[config.mk]
export PLATFORM = sky130hd
export DESIGN_NAME = kc_modctrl_reg
export DESIGN_NICKNAME = d
export VERILOG_FILES = /design/src/rtl/kc_bus_pkg.sv /design/src/rtl/kc_sync_edge.sv /design/src/rtl/kc_modctrl_reg.sv
export SDC_FILE = /design/constraint.sdc
export NUM_CORES = 1
export LEC_CHECK = 0
export BUFFER_PORTS_ARGS = -buffer_cell sky130_fd_sc_hd__buf_2
export CAP_MARGIN = 20
export CORE_AREA = 2 2 51 53
export DETAILED_ROUTE_END_ITERATION = 6
export DIE_AREA = 0 0 53 55
export GPL_TIMING_DRIVEN = 0
export PLACE_DENSITY = 0.77
export SETUP_SLACK_MARGIN = 0.5
export SLEW_MARGIN = 20
export SYNTH_ARGS = -nofsm -noshare
export SYNTH_HDL_FRONTEND = slang
export SYNTH_HIERARCHICAL = 1
export SYNTH_SLANG_ARGS = --single-unit
[constraint.sdc]
create_clock -name CLK -period 1.7 [get_ports CLK]
set_input_delay 0.34 -clock CLK [delete_from_list [all_inputs] [get_ports CLK]]
set_output_delay 0.34 -clock CLK [all_outputs]
set_load 0.03 [all_outputs]
[src/rtl/kc_bus_pkg.sv]
// Shared KC85 bus constants and the module-control FSM state type.
package kc_bus_pkg;

  localparam logic [7:0] PORT_MODCTRL = 8'h80;

  localparam int CB_EN = 0;
  localparam int CB_WE = 1;

  typedef enum logic [1:0] {
    ST_IDLE     = 2'd0,
    ST_WR_HOLD  = 2'd1,
    ST_RD_DRIVE = 2'd2
  } modctrl_state_t;

endpackage

[src/rtl/kc_sync_edge.sv]
// Synchroniser for an asynchronous active-low strobe, giving the synchronised
// active-high level and a one-CLK pulse on its assertion.
module kc_sync_edge #(
  parameter int STAGES = 2
) (
  input  logic clk_i,
  input  logic rst_i,
  input  logic strobe_n_i,
  output logic active_o,
  output logic rise_o
);

  logic [STAGES-1:0] sync_q;
  logic [STAGES-1:0] warm_q;
  logic              prev_n_q;
  logic              armed_q;

  // The chain comes out of reset showing "inactive" regardless of the real
  // input, so edges are only armed once a genuine post-reset inactive sample
  // has travelled through: a strobe held across reset release is not an edge.
  always_ff @(posedge clk_i or posedge rst_i) begin
    if (rst_i) begin
      sync_q   <= '1;
      warm_q   <= '0;
      prev_n_q <= 1'b1;
      armed_q  <= 1'b0;
    end else begin
      sync_q   <= {sync_q[STAGES-2:0], strobe_n_i};
      warm_q   <= {warm_q[STAGES-2:0], 1'b1};
      prev_n_q <= sync_q[STAGES-1];
      armed_q  <= armed_q | (warm_q[STAGES-1] & sync_q[STAGES-1]);
    end
  end

  assign active_o = ~sync_q[STAGES-1];
  assign rise_o   = armed_q & prev_n_q & ~sync_q[STAGES-1];

endmodule

[src/rtl/kc_modctrl_reg.sv]
// KC85 module control-byte register: snoops OUT/IN (80h) for its slot, holds
// the control byte, returns the module ID and decodes the RAM select.
module kc_modctrl_reg
  import kc_bus_pkg::*;
#(
  parameter logic [7:0] SLOT        = 8'h08,
  parameter logic [7:0] MODULE_ID   = 8'hF6,
  parameter int         BASE_BITS   = 2,
  parameter int         SYNC_STAGES = 2
) (
  input  logic        CLK,
  input  logic        RST,
  input  logic        IORQ_N,
  input  logic        MREQ_N,
  input  logic        RD_N,
  input  logic        WR_N,
  input  logic        M1_N,
  input  logic [15:0] A,
  input  logic [7:0]  D_IN,
  output logic [7:0]  D_OUT,
  output logic        D_OE,
  output logic [7:0]  CTRL,
  output logic        MEM_CS,
  output logic        MEM_WE
);

  modctrl_state_t state_q, state_d;
  logic [7:0]     ctrl_q, ctrl_d;
  logic [7:0]     dout_q, dout_d;
  logic           doe_q, doe_d;

  logic io_wr_n, io_rd_n;
  logic wr_active, wr_rise;
  logic rd_active, rd_rise;
  logic addr_match;

  // M1_N low marks interrupt acknowledge, which must never look like port I/O.
  assign io_wr_n = IORQ_N | WR_N | ~M1_N;
  assign io_rd_n = IORQ_N | RD_N | ~M1_N;

  kc_sync_edge #(.STAGES(SYNC_STAGES)) u_sync_wr (
    .clk_i      (CLK),
    .rst_i      (RST),
    .strobe_n_i (io_wr_n),
    .active_o   (wr_active),
    .rise_o     (wr_rise)
  );

  kc_sync_edge #(.STAGES(SYNC_STAGES)) u_sync_rd (
    .clk_i      (CLK),
    .rst_i      (RST),
    .strobe_n_i (io_rd_n),
    .active_o   (rd_active),
    .rise_o     (rd_rise)
  );

  assign addr_match = (A[7:0] == PORT_MODCTRL) && (A[15:8] == SLOT);

  always_ff @(posedge CLK or posedge RST) begin
    if (RST) begin
      state_q <= ST_IDLE;
      ctrl_q  <= 8'h00;
      dout_q  <= 8'h00;
      doe_q   <= 1'b0;
    end else begin
      state_q <= state_d;
      ctrl_q  <= ctrl_d;
      dout_q  <= dout_d;
      doe_q   <= doe_d;
    end
  end

  // Write has priority over a simultaneous read; a held strobe never re-arms.
  always_comb begin
    state_d = state_q;
    case (state_q)
      ST_IDLE: begin
        if (wr_rise && addr_match) begin
          state_d = ST_WR_HOLD;
        end else if (rd_rise && !wr_active && addr_match) begin
          state_d = ST_RD_DRIVE;
        end
      end
      ST_WR_HOLD: begin
        if (!wr_active) state_d = ST_IDLE;
      end
      ST_RD_DRIVE: begin
        if (!rd_active) state_d = ST_IDLE;
      end
      default: state_d = ST_IDLE;
    endcase
  end

  always_comb begin
    ctrl_d = ctrl_q;
    dout_d = 8'h00;
    doe_d  = 1'b0;
    if (state_q == ST_IDLE && state_d == ST_WR_HOLD) begin
      ctrl_d = D_IN;
    end
    if (state_d == ST_RD_DRIVE) begin
      dout_d = MODULE_ID;
      doe_d  = 1'b1;
    end
  end

  assign CTRL   = ctrl_q;
  assign D_OUT  = dout_q;
  assign D_OE   = doe_q;

  assign MEM_CS = ctrl_q[CB_EN] & ~MREQ_N &
                  (A[15:16-BASE_BITS] == ctrl_q[7:8-BASE_BITS]);
  assign MEM_WE = MEM_CS & ctrl_q[CB_WE] & ~WR_N;

endmodule

==> out/results.ini <==
[worst_setup_path]
worstSetupEndpointType = output pin
arrival_ns = 1.58
cp-start-kind = flop
r2r_cells = 5
reg2reg_slack_ns = 0.20
cp-startpoint = CTRL[6]
r2r_end = CTRL[5]
cp.depth = 4
cp_slowest_cell = dfrtp_2
crit_type = reg -> out
crit_buf_inv = 1
path_cells = xor2_2, nor4b_4, and3b_2, buf_6
critPathMaxStageDelay_ns = 0.45
r2r-start = u_sync_wr/prev_n_q
cp_max_fo = 2
crit_family = simple AND/OR/NAND/NOR gates
endpoint = MEM_WE
cp.required_ns = 1.36

[global_routing]
first_global_vias = 780
grt_pass1_wl_mm = 3.11
antenna_found_initial = 0
grt_max_degree = 13
gr-usage-all-layers_pct = 15.2
grt_overflow = 0

[cells_and_area]
area_growth_pct = 61.6
antenna_cells = 0
regArea_um2 = 586
multi_input_area_um2 = 420
fin_cells = 168
layout.nets = 170
fillers = 189
drive_gt1_share_pct = 71.0
final_area_um2 = 1590

[timing]
setup_viol = 2
fmax_mhz = 521
hold_slack_ns = 0.241
fin_crit_ns = 1.92
timing.final.ws_setup_ns = -0.219
finalCritPeriodShare_pct = 113
final.setup_skew_ns = 0.00920
report.final.slew_viol_count = 0
rsz0062_at_grt = yes
final_hold_viol_count = 0

[logic_synthesis]
syn_area_per_cell_um2 = 12.6
netlist_instances = 78
yosys_warnings = 6
seq_area_frac_synth_pct = 59.2
synth_area_um2 = 985
synthDistinctLibCells = 21
yosys_register_bits = 23

[power]
power_density_nw_per_um2 = 562
netSwitchingFraction_pct = 22.4
p_sw_w = 0.000200
max-vdd-ir-drop_v = 0.000534
pwr-share-comb_pct = 9.6
totalPowerFinal_w = 0.000895
clkPwrFrac_pct = 27.3
total_leakage_power_nw = 0.782
p_int_w = 0.000695
sequentialPowerShare_pct = 63.1

[drt]
drc = 0
vias = 795
first_pass_iters = 4
wl_per_cell_um = 12.6
via_per_inst = 4.73
drt_iter0_markers = 5
wl_mm = 2.11
ant_nets = 0

[hold_path]
hp-class = in -> reg
hold_path_startpoint = RD_N

[cts]
clockRootBuffer = clkbuf_4
clkSlewWorstSetupHoldPaths_ns = 0.12
clk_latency_ns = 0.30
cts_sinks = 23
cts_tree = done
cts_max_level = 1
cts-buffers-inserted = 3
cts_buffer_depth = 2

[run_status]
status = finished, violations left
violations = negative setup slack

[die]
coreArea_um2 = 2360
die_h_um = 55
die_area_um2 = 2920
placementRows = 18
start_util_pct = 41.6
fp.dieW_um = 53
io_pins = 50

[placement]
routabilityCongestion = 0.695
place_hpwl_mm = 1.51
dp_slack_ns = -0.0575
place_inst = 156
dpl_cell_area_um2 = 1330
place.port_buffers = 47

[flow_run]
maxCapViolations = 0

-- logic make-up after synthesis --
family / Yosys count / synth area share (%)
and+or+nand+nor: 24 / 17.4
AOI/OAI and AO/OA: 5 / 3.30
buffers and inverters: 13 / 8.01
other: 3 / 1.14
xor gates and xnor gates: 2 / 1.78
muxes: 8 / 9.15
DFF: 23 / 59.2
-- worst min path at each step --
stage               cells after the start                  end  slack, ns
finish                                  2  u_sync_rd/sync_q[0]       0.24
global route                            2  u_sync_rd/sync_q[0]       0.23
global placement                        2  u_sync_rd/warm_q[0]       0.27
detailed placement                      2  u_sync_rd/warm_q[0]       0.28
floorplan                               1    u_sync_rd/armed_q       0.13
CTS                                     2  u_sync_rd/sync_q[0]       0.23
-- power by group through the flow --
| stage | Clock (W) | Sequential, W | Combinational, W |
|---|---|---|---|
| after floorplan | 0 | 0.000574 | 0.0000341 |
| after global placement | 0 | 0.000575 | 0.0000784 |
| after detailed placement | 0 | 0.000575 | 0.0000813 |
| after CTS | 0.000245 | 0.000565 | 0.0000852 |
| after global routing | 0.000277 | 0.000566 | 0.0000964 |
| final | 0.000244 | 0.000565 | 0.0000863 |
-- layout by cell type (no fill, tap or decap), types with 2 or more instances in the layout --
master / netlist / routed
dfrtp_2: 0 / 2
a21oi_2: 0 / 3
nor4b_4: 0 / 2
and3b_2: 0 / 2
or3b_2: 2 / 2
inv_1: 5 / 5
clkbuf_4: 0 / 3
buf_4: 8 / 7
dfrtp_1: 17 / 15
nand2_1: 3 / 3
nor2_1: 2 / 2
nor4_1: 4 / 4
mux2_4: 0 / 8
dfstp_2: 6 / 6
conb_1: 3 / 4
buf_2: 0 / 30
buf_6: 0 / 24
a21o_2: 2 / 2
-- what timing repair did --
item / 4_1_cts / 5_1_grt
setup buffers: 5 / 2
hold buffers: 1 / 0
endpoints found under the hold margin: 6 / 0
pin swaps: 3 / 0
gates resized for setup: 44 / 6
endpoints found under the setup margin: 28 / 28
-- cell type report --
type	count	area share, %
repair buffers	55	26.4
clock buffers	4	1.65
inverters	5	1.18
well taps	30	2.36
flip-flops and latches	23	36.8
plain buffers	8	5.19
multi-input cells	43	26.4
-- flip-flops by register name, summed over array words and instances, names as in the netlist --
signal and cells:
u_sync_wr/prev_n_q 1, u_sync_rd/warm_q 2, u_sync_rd/prev_n_q 1, CTRL 8, u_sync_wr/sync_q 2, D_OUT 1
state_q 2, u_sync_rd/armed_q 1, u_sync_rd/sync_q 2, u_sync_wr/armed_q 1, u_sync_wr/warm_q 2
-- layer usage --
layer / routed length (um) / vias to the layer above / GRT usage, % / share of wire (%)
met3: 181 / 2 / 1.88 / 8.6
met5: 0 / - / 0 / 0
met2: 1200 / 43 / 31.0 / 57
li1: - / 378 / - / -
met1: 727 / 372 / 15.9 / 34
met4: 4 / 0 / 5.13 / 0.19
-- cells in the mapped netlist --
cell      n  share of area, %
nand4_1   1              0.64
nor4_1    4               2.5
nand2_1   3               1.1
a21oi_1   3               1.5
buf_4     8               6.1
conb_1    3               1.1
or3b_2    2               1.8
dfrtp_1  17                43
inv_1     5               1.9
nand3_1   2               1.0
nor4b_2   1               1.5
dfstp_2   6                16
nor2_1    2              0.76
a21o_2    2               1.8
nor2_4    1               1.1
nor4b_1   3               2.7
or3_1     1              0.64
mux2_2    8               9.1
or3b_1    1              0.89
and3b_1   3               2.7
xor2_1    2               1.8
-- through the flow --
stage	util (%)	setup TNS, ns
floorplan	-	-0.188
global placement	56.1	-0.0454
detailed placement	56.1	-0.0977
CTS	65.6	-0.360
global route	67.3	-0.485
finish	67.3	-0.361
(Power assumes the default switching activity.)
